File: src/rtl/bcd_updown_counter_if.sv
// Counter-side bundle for the BCD up/down counter.
// Controls flow master->slave, value and flags return.
interface bcd_updown_counter_if #(
   parameter int DIGITS = 3
);
   logic                  EN;
   logic                  UP;
   logic                  DOWN;
   logic                  LOAD;
   logic [4*DIGITS-1:0]   LOAD_VAL;
   logic [4*DIGITS-1:0]   OUT;
   logic                  AT_MAX;
   logic                  AT_ZERO;
   logic                  OVF;
   logic                  UNF;

   modport master (
      output EN,
      output UP,
      output DOWN,
      output LOAD,
      output LOAD_VAL,
      input  OUT,
      input  AT_MAX,
      input  AT_ZERO,
      input  OVF,
      input  UNF
   );

   modport slave (
      input  EN,
      input  UP,
      input  DOWN,
      input  LOAD,
      input  LOAD_VAL,
      output OUT,
      output AT_MAX,
      output AT_ZERO,
      output OVF,
      output UNF
   );
endinterface

File: src/rtl/bcd_updown_counter.sv
// N-digit packed-BCD up/down counter with ripple carry/borrow,
// clamped load, saturate or wrap at the bounds, and OVF/UNF pulses.
module bcd_updown_counter #(
   parameter int DIGITS = 3,
   parameter int WRAP   = 0
) (
   input logic                  CLOCK,
   input logic                  RESET,
   bcd_updown_counter_if.slave  bus
);

   typedef logic [DIGITS-1:0][3:0] bcd_t;

   bcd_t              q;
   bcd_t              q_nxt;
   bcd_t              inc_val;
   bcd_t              dec_val;
   bcd_t              ld_val;
   logic [DIGITS:0]   cy;
   logic [DIGITS:0]   bw;
   logic              ovf_q;
   logic              unf_q;
   logic              ovf_nxt;
   logic              unf_nxt;
   logic              all9;
   logic              all0;
   logic              sel_ld;
   logic              sel_up;
   logic              sel_dn;

   always_comb begin
      ld_val = '0;
      for (int i = 0; i < DIGITS; i++) begin
         if (bus.LOAD_VAL[4*i +: 4] > 4'd9)
            ld_val[i] = 4'd9;
         else
            ld_val[i] = bus.LOAD_VAL[4*i +: 4];
      end
   end

   // cy[i]/bw[i]: every digit below i is at 9/0
   always_comb begin
      inc_val = '0;
      dec_val = '0;
      cy      = '0;
      bw      = '0;
      cy[0]   = 1'b1;
      bw[0]   = 1'b1;
      for (int i = 0; i < DIGITS; i++) begin
         cy[i+1] = cy[i] & (q[i] == 4'd9);
         bw[i+1] = bw[i] & (q[i] == 4'd0);
         if (!cy[i])
            inc_val[i] = q[i];
         else if (q[i] == 4'd9)
            inc_val[i] = 4'd0;
         else
            inc_val[i] = q[i] + 4'd1;
         if (!bw[i])
            dec_val[i] = q[i];
         else if (q[i] == 4'd0)
            dec_val[i] = 4'd9;
         else
            dec_val[i] = q[i] - 4'd1;
      end
   end

   assign all9 = cy[DIGITS];
   assign all0 = bw[DIGITS];

   assign sel_ld = bus.LOAD;
   assign sel_up = ~bus.LOAD & bus.EN & bus.UP & ~bus.DOWN;
   assign sel_dn = ~bus.LOAD & bus.EN & bus.DOWN & ~bus.UP;

   // Full-ripple results already wrap at the bounds; saturate keeps q
   always_comb begin
      q_nxt   = q;
      ovf_nxt = 1'b0;
      unf_nxt = 1'b0;
      unique case (1'b1)
         sel_ld: begin
            q_nxt = ld_val;
         end
         sel_up: begin
            ovf_nxt = all9;
            if (!all9 || WRAP != 0)
               q_nxt = inc_val;
         end
         sel_dn: begin
            unf_nxt = all0;
            if (!all0 || WRAP != 0)
               q_nxt = dec_val;
         end
         default: begin
            q_nxt = q;
         end
      endcase
   end

   always_ff @(posedge CLOCK or negedge RESET) begin
      if (!RESET) begin
         q     <= '0;
         ovf_q <= 1'b0;
         unf_q <= 1'b0;
      end else begin
         q     <= q_nxt;
         ovf_q <= ovf_nxt;
         unf_q <= unf_nxt;
      end
   end

   assign bus.OUT     = q;
   assign bus.AT_MAX  = all9;
   assign bus.AT_ZERO = all0;
   assign bus.OVF     = ovf_q;
   assign bus.UNF     = unf_q;

endmodule

File: src/flat_wrapper.sv
// flat-port wrapper written by rule: the top's interface ports become plain ports
module bcd_updown_counter_flat 
#(
   parameter int DIGITS = 3,
   parameter int WRAP   = 0
)
  (CLOCK, RESET, bus_EN, bus_UP, bus_DOWN, bus_LOAD, bus_LOAD_VAL, bus_OUT, bus_AT_MAX, bus_AT_ZERO, bus_OVF, bus_UNF);
  bcd_updown_counter_if #(.DIGITS(DIGITS)) bus_i ();
  input logic CLOCK;
  input logic RESET;
  input wire logic [$bits(bus_i.EN)-1:0] bus_EN;
  input wire logic [$bits(bus_i.UP)-1:0] bus_UP;
  input wire logic [$bits(bus_i.DOWN)-1:0] bus_DOWN;
  input wire logic [$bits(bus_i.LOAD)-1:0] bus_LOAD;
  input wire logic [$bits(bus_i.LOAD_VAL)-1:0] bus_LOAD_VAL;
  output wire logic [$bits(bus_i.OUT)-1:0] bus_OUT;
  output wire logic [$bits(bus_i.AT_MAX)-1:0] bus_AT_MAX;
  output wire logic [$bits(bus_i.AT_ZERO)-1:0] bus_AT_ZERO;
  output wire logic [$bits(bus_i.OVF)-1:0] bus_OVF;
  output wire logic [$bits(bus_i.UNF)-1:0] bus_UNF;
  assign bus_i.EN = bus_EN;
  assign bus_i.UP = bus_UP;
  assign bus_i.DOWN = bus_DOWN;
  assign bus_i.LOAD = bus_LOAD;
  assign bus_i.LOAD_VAL = bus_LOAD_VAL;
  assign bus_OUT = bus_i.OUT;
  assign bus_AT_MAX = bus_i.AT_MAX;
  assign bus_AT_ZERO = bus_i.AT_ZERO;
  assign bus_OVF = bus_i.OVF;
  assign bus_UNF = bus_i.UNF;
  bcd_updown_counter #(.DIGITS(DIGITS), .WRAP(WRAP)) u_core (.CLOCK(CLOCK), .RESET(RESET), .bus(bus_i));
endmodule
File: config.mk
export PLATFORM = sky130hd
export DESIGN_NAME = bcd_updown_counter_flat
export DESIGN_NICKNAME = d
export VERILOG_FILES = /design/src/rtl/bcd_updown_counter_if.sv /design/src/rtl/bcd_updown_counter.sv /design/src/flat_wrapper.sv
export SDC_FILE = /design/constraint.sdc
export NUM_CORES = 1
export LEC_CHECK = 0
export ABC_AREA = 1
export CORE_MARGIN = 3
export CORE_UTILIZATION = 40
export CTS_CLUSTER_DIAMETER = 150
export DETAILED_ROUTE_END_ITERATION = 10
export HOLD_SLACK_MARGIN = 0.05
export PLACE_DENSITY = 0.7
export RECOVER_POWER = 50
export SLEW_MARGIN = 20
export SYNTH_ARGS = -nofsm -noshare
export SYNTH_HDL_FRONTEND = slang
export SYNTH_SLANG_ARGS = --single-unit
File: constraint.sdc
create_clock -name CLOCK -period 2.05 [get_ports CLOCK]
set_input_delay 0.205 -clock CLOCK [delete_from_list [all_inputs] [get_ports CLOCK]]
set_output_delay 0.205 -clock CLOCK [all_outputs]
set_load 0.005 [all_outputs]
==> impl_summary.log <==
INFO  metric routed_via_density = 4.87
INFO  metric vdd_ir_max = approximately 0.31 mV
INFO  metric clk_pin_slew_worst_paths = 0.06 ns
INFO  metric root_buffer = clkbuf_8
INFO  metric netlist_area = 1570 µm²
INFO  metric syn_inst = between 200 and 250
INFO  metric timing.critical_path.max_delay_family = simple AND/OR/NAND/NOR gates
INFO  metric cp_data_required_time = ~2.2 ns
INFO  metric grt_pass1_vias = 1,444
INFO  metric synthesis_stage_register_bit_count = 14
INFO  metric endpoint_kind = flop
INFO  metric drc = 0
INFO  metric avgSynthCellArea = 6.63 µm²
INFO  metric post_route_cells_drive_above_1_share = 20.5%
INFO  metric synth_fp_nets = 265
INFO  metric globalRouteOverflowTotal = 0
INFO  metric placement_rows = 22
INFO  metric grt_usage = 17.4%
INFO  metric critical_path.cell_chain = inv_1 > ha_1 > nand3_2 > buf_4 > nor2_1 > nand2_2 > nand4_1 > nand2_1 > nand2_1
INFO  metric final_common_cell = nand2_1
INFO  metric drt_wl_total = 3.71 mm
INFO  metric insertion_delay = 0.24 ns
INFO  metric min_period = 1.65 ns
INFO  metric most-common-layout-cells = nand2_1 (75), nand3_1 (30), clkdlybuf4s50_1 (25)
INFO  metric clock.fmax = 0.607 GHz
INFO  metric timing.critical_path.slowest_cell_delay = 0.39 ns
INFO  metric ioPinCount = 34
INFO  metric grt_setup_unrepaired = no
INFO  metric max_slew.worst_pin.slew = 0.668 ns
INFO  metric slowest_stage = dfrtp_1
INFO  metric die_height = 68.6 µm
INFO  metric reg2reg_depth = 9
INFO  metric grt_start_max_net_pins = 15
INFO  metric final_max_slew_viol_count = 0
INFO  metric worst-path-max-fanout = 6
INFO  metric synthesis.yosys.warnings = 0
INFO  metric firstDrtPassIters = 4
INFO  metric start_util = 42.1%
INFO  metric critical_path.startpoint_type = flop
INFO  metric finalSetupViolations = 0
INFO  metric tritoncts.num_buffers = 3
INFO  metric timing_worst_setup_path_type = flop to flop
INFO  metric crit_arrival = 1.83 ns
INFO  metric critPathBufInv = 2
INFO  metric global_route_wire_length_before_repair = 6.32 mm
INFO  metric period_share = 80.4%
INFO  metric die_width = between 60 and 70 µm
INFO  metric drt.antenna.violating_nets = 0
INFO  metric slew_headroom = 55.3%
INFO  metric dp_hpwl = between 2 and 3 mm
INFO  metric setup.reg_to_reg.worst_slack = between 0.4 and 0.5 ns
INFO  metric numClockSinks = 14
INFO  metric io_buf_count = 33
INFO  metric timing.rr.start = u_core.bus.OUT[8]$_DFFE_PN0P_
INFO  metric finalWeightedCongestion = 0.845
INFO  metric number_of_distinct_library_cells_after_synthesis = 26
INFO  metric fin_tns_setup = 0 ns
INFO  metric synth-seq-area-share = about 22%
INFO  metric synthToLayoutAreaGrowth = 36.6%
INFO  metric finalClockSkew = approximately 0.0043 ns
INFO  metric layout.nets = roughly 310
INFO  metric total_power = 1.16 mW
INFO  metric area_inside_the_core_boundary = between 3000 and 4000 µm²
INFO  metric n_antenna_cell = 0
INFO  metric status = completed
INFO  metric tritoncts = built
INFO  metric max_capacitance_violation_count = 0
INFO  metric cell_mode_on_critical_path = nand2_1
INFO  metric floorplan.die_area = 4700 µm²
INFO  metric leakagePower = 1.15 nW
INFO  metric hold_class = primary input to async pin
INFO  metric timing.rr.end = u_core.bus.OUT[4]$_DFFE_PN0P_
INFO  metric average_wire_length_per_cell_after_detail_routing = 11.2 µm
INFO  metric hold_viol = 0
INFO  metric power_density = 542 nW/µm²
INFO  metric detailedRoute.firstIterationViolations = 73
INFO  metric cts_buffer_depth = 2
INFO  metric route.vias.total = approximately 1.6k
INFO  metric number_of_antenna_violations_at_the_first_check_in_global_routing = 0
INFO  metric cts_htree_levels = 1
[power by group]
group / total (mW) / leakage, nW / switching (mW) / internal, mW
Combinational: 0.583 / 0.952 / 0.310 / 0.273
Clock: 0.224 / 0.0216 / 0.0939 / 0.130
Sequential: 0.354 / 0.177 / 0.0419 / 0.312
[area by class of cell]
| cell class | count | area, µm² |
|---|---|---|
| Inverter | 33 | 136 |
| Clock buffer | 3 | 41.3 |
| Fill cell | 357 | 1580 |
| Multi-Input combinational cell | 186 | 1110 |
| Sequential cell | 14 | 352 |
| Timing Repair Buffer | 47 | 440 |
| Tap cell | 48 | 60.1 |
[metrics by stage]
stage	worst slack, ns	util, %	instance area (µm²)	cells	hold WS (ns)
finish	0.402	57.5	2140	331	0.438
global route	0.222	57.5	2140	331	0.487
CTS	0.00668	55.4	2060	326	0.395
detailed placement	0.138	53.7	2000	323	0.550
global placement	0.142	53.7	2000	323	0.527
floorplan	0.532	-	1570	236	-0.0906
[synthesized netlist by cell type]
master    instances  area (µm²)
ha_1             11         138
nor2_8            1        20.0
inv_2             7        26.3
xor2_1            5        43.8
nand3_4           2        35.0
buf_4             2        15.0
o21ai_1           2        10.0
nor2_4            3        33.8
nand4_1           5        31.3
nor2_2            4        25.0
o211ai_1          5        37.5
nor3_1            1        5.00
nand3_2           6        60.1
nand2_1          75         282
buf_6             1        11.3
or2_2             1        6.26
a21oi_1           5        25.0
o21ai_0           5        25.0
o21a_1            1        7.51
inv_1            22        82.6
nor2_1           18        67.6
nand3_1          30         150
nand2_2           3        18.8
dfrtp_1          14         350
inv_4             4        25.0
nand2_4           3        33.8
[routing by layer]
metal / up-vias / share of wire (%) / track usage (%)
met4: 0 / 0.86 / 2.23
met5: - / 0 / 0
li1: 855 / - / -
met3: 6 / 3.6 / 3.73
met1: 726 / 47 / 22.6
met2: 26 / 48 / 30.3
[state kept, by name, summed over array words and instances, names as in the netlist]
signal,cells
u_core.bus.OUT,12
u_core.bus.OVF,1
u_core.bus.UNF,1
[worst max path at each step]
stage,from,endpoint,slack (ns),depth (start not counted)
after global routing,u_core.bus.OUT[8]$_DFFE_PN0P_,u_core.bus.OUT[7]$_DFFE_PN0P_,0.22,9
after global placement,u_core.bus.OUT[1]$_DFFE_PN0P_,bus_AT_ZERO,0.14,5
final,u_core.bus.OUT[8]$_DFFE_PN0P_,u_core.bus.OUT[4]$_DFFE_PN0P_,0.40,9
after floorplan,u_core.bus.OUT[8]$_DFFE_PN0P_,u_core.bus.OUT[0]$_DFFE_PN0P_,0.53,10
after CTS,u_core.bus.OUT[5]$_DFFE_PN0P_,bus_AT_ZERO,0.007,5
after detailed placement,u_core.bus.OUT[1]$_DFFE_PN0P_,bus_AT_ZERO,0.14,5
[cells by family (layout without fill, tap and decap cells)]
family	after synthesis	in the layout	share of synthesized area, %
flip-flops	14	14	22.4
adder cells (fa/ha/maj)	11	11	8.79
AND/OR/NAND/NOR	152	152	49.1
AO/OA/AOI/OAI	18	18	6.71
XOR/XNOR	5	5	2.80
buffers and inverters	36	83	10.2
[what timing repair did]
item,in CTS,in global routing
hold buffers,0,0
pin swaps,1,3
buffers inserted,0,5
endpoints found under the setup margin,2,2
gates resized for setup,7,12
endpoints found under the hold margin,0,0
Power figures use the tool's default switching activity.
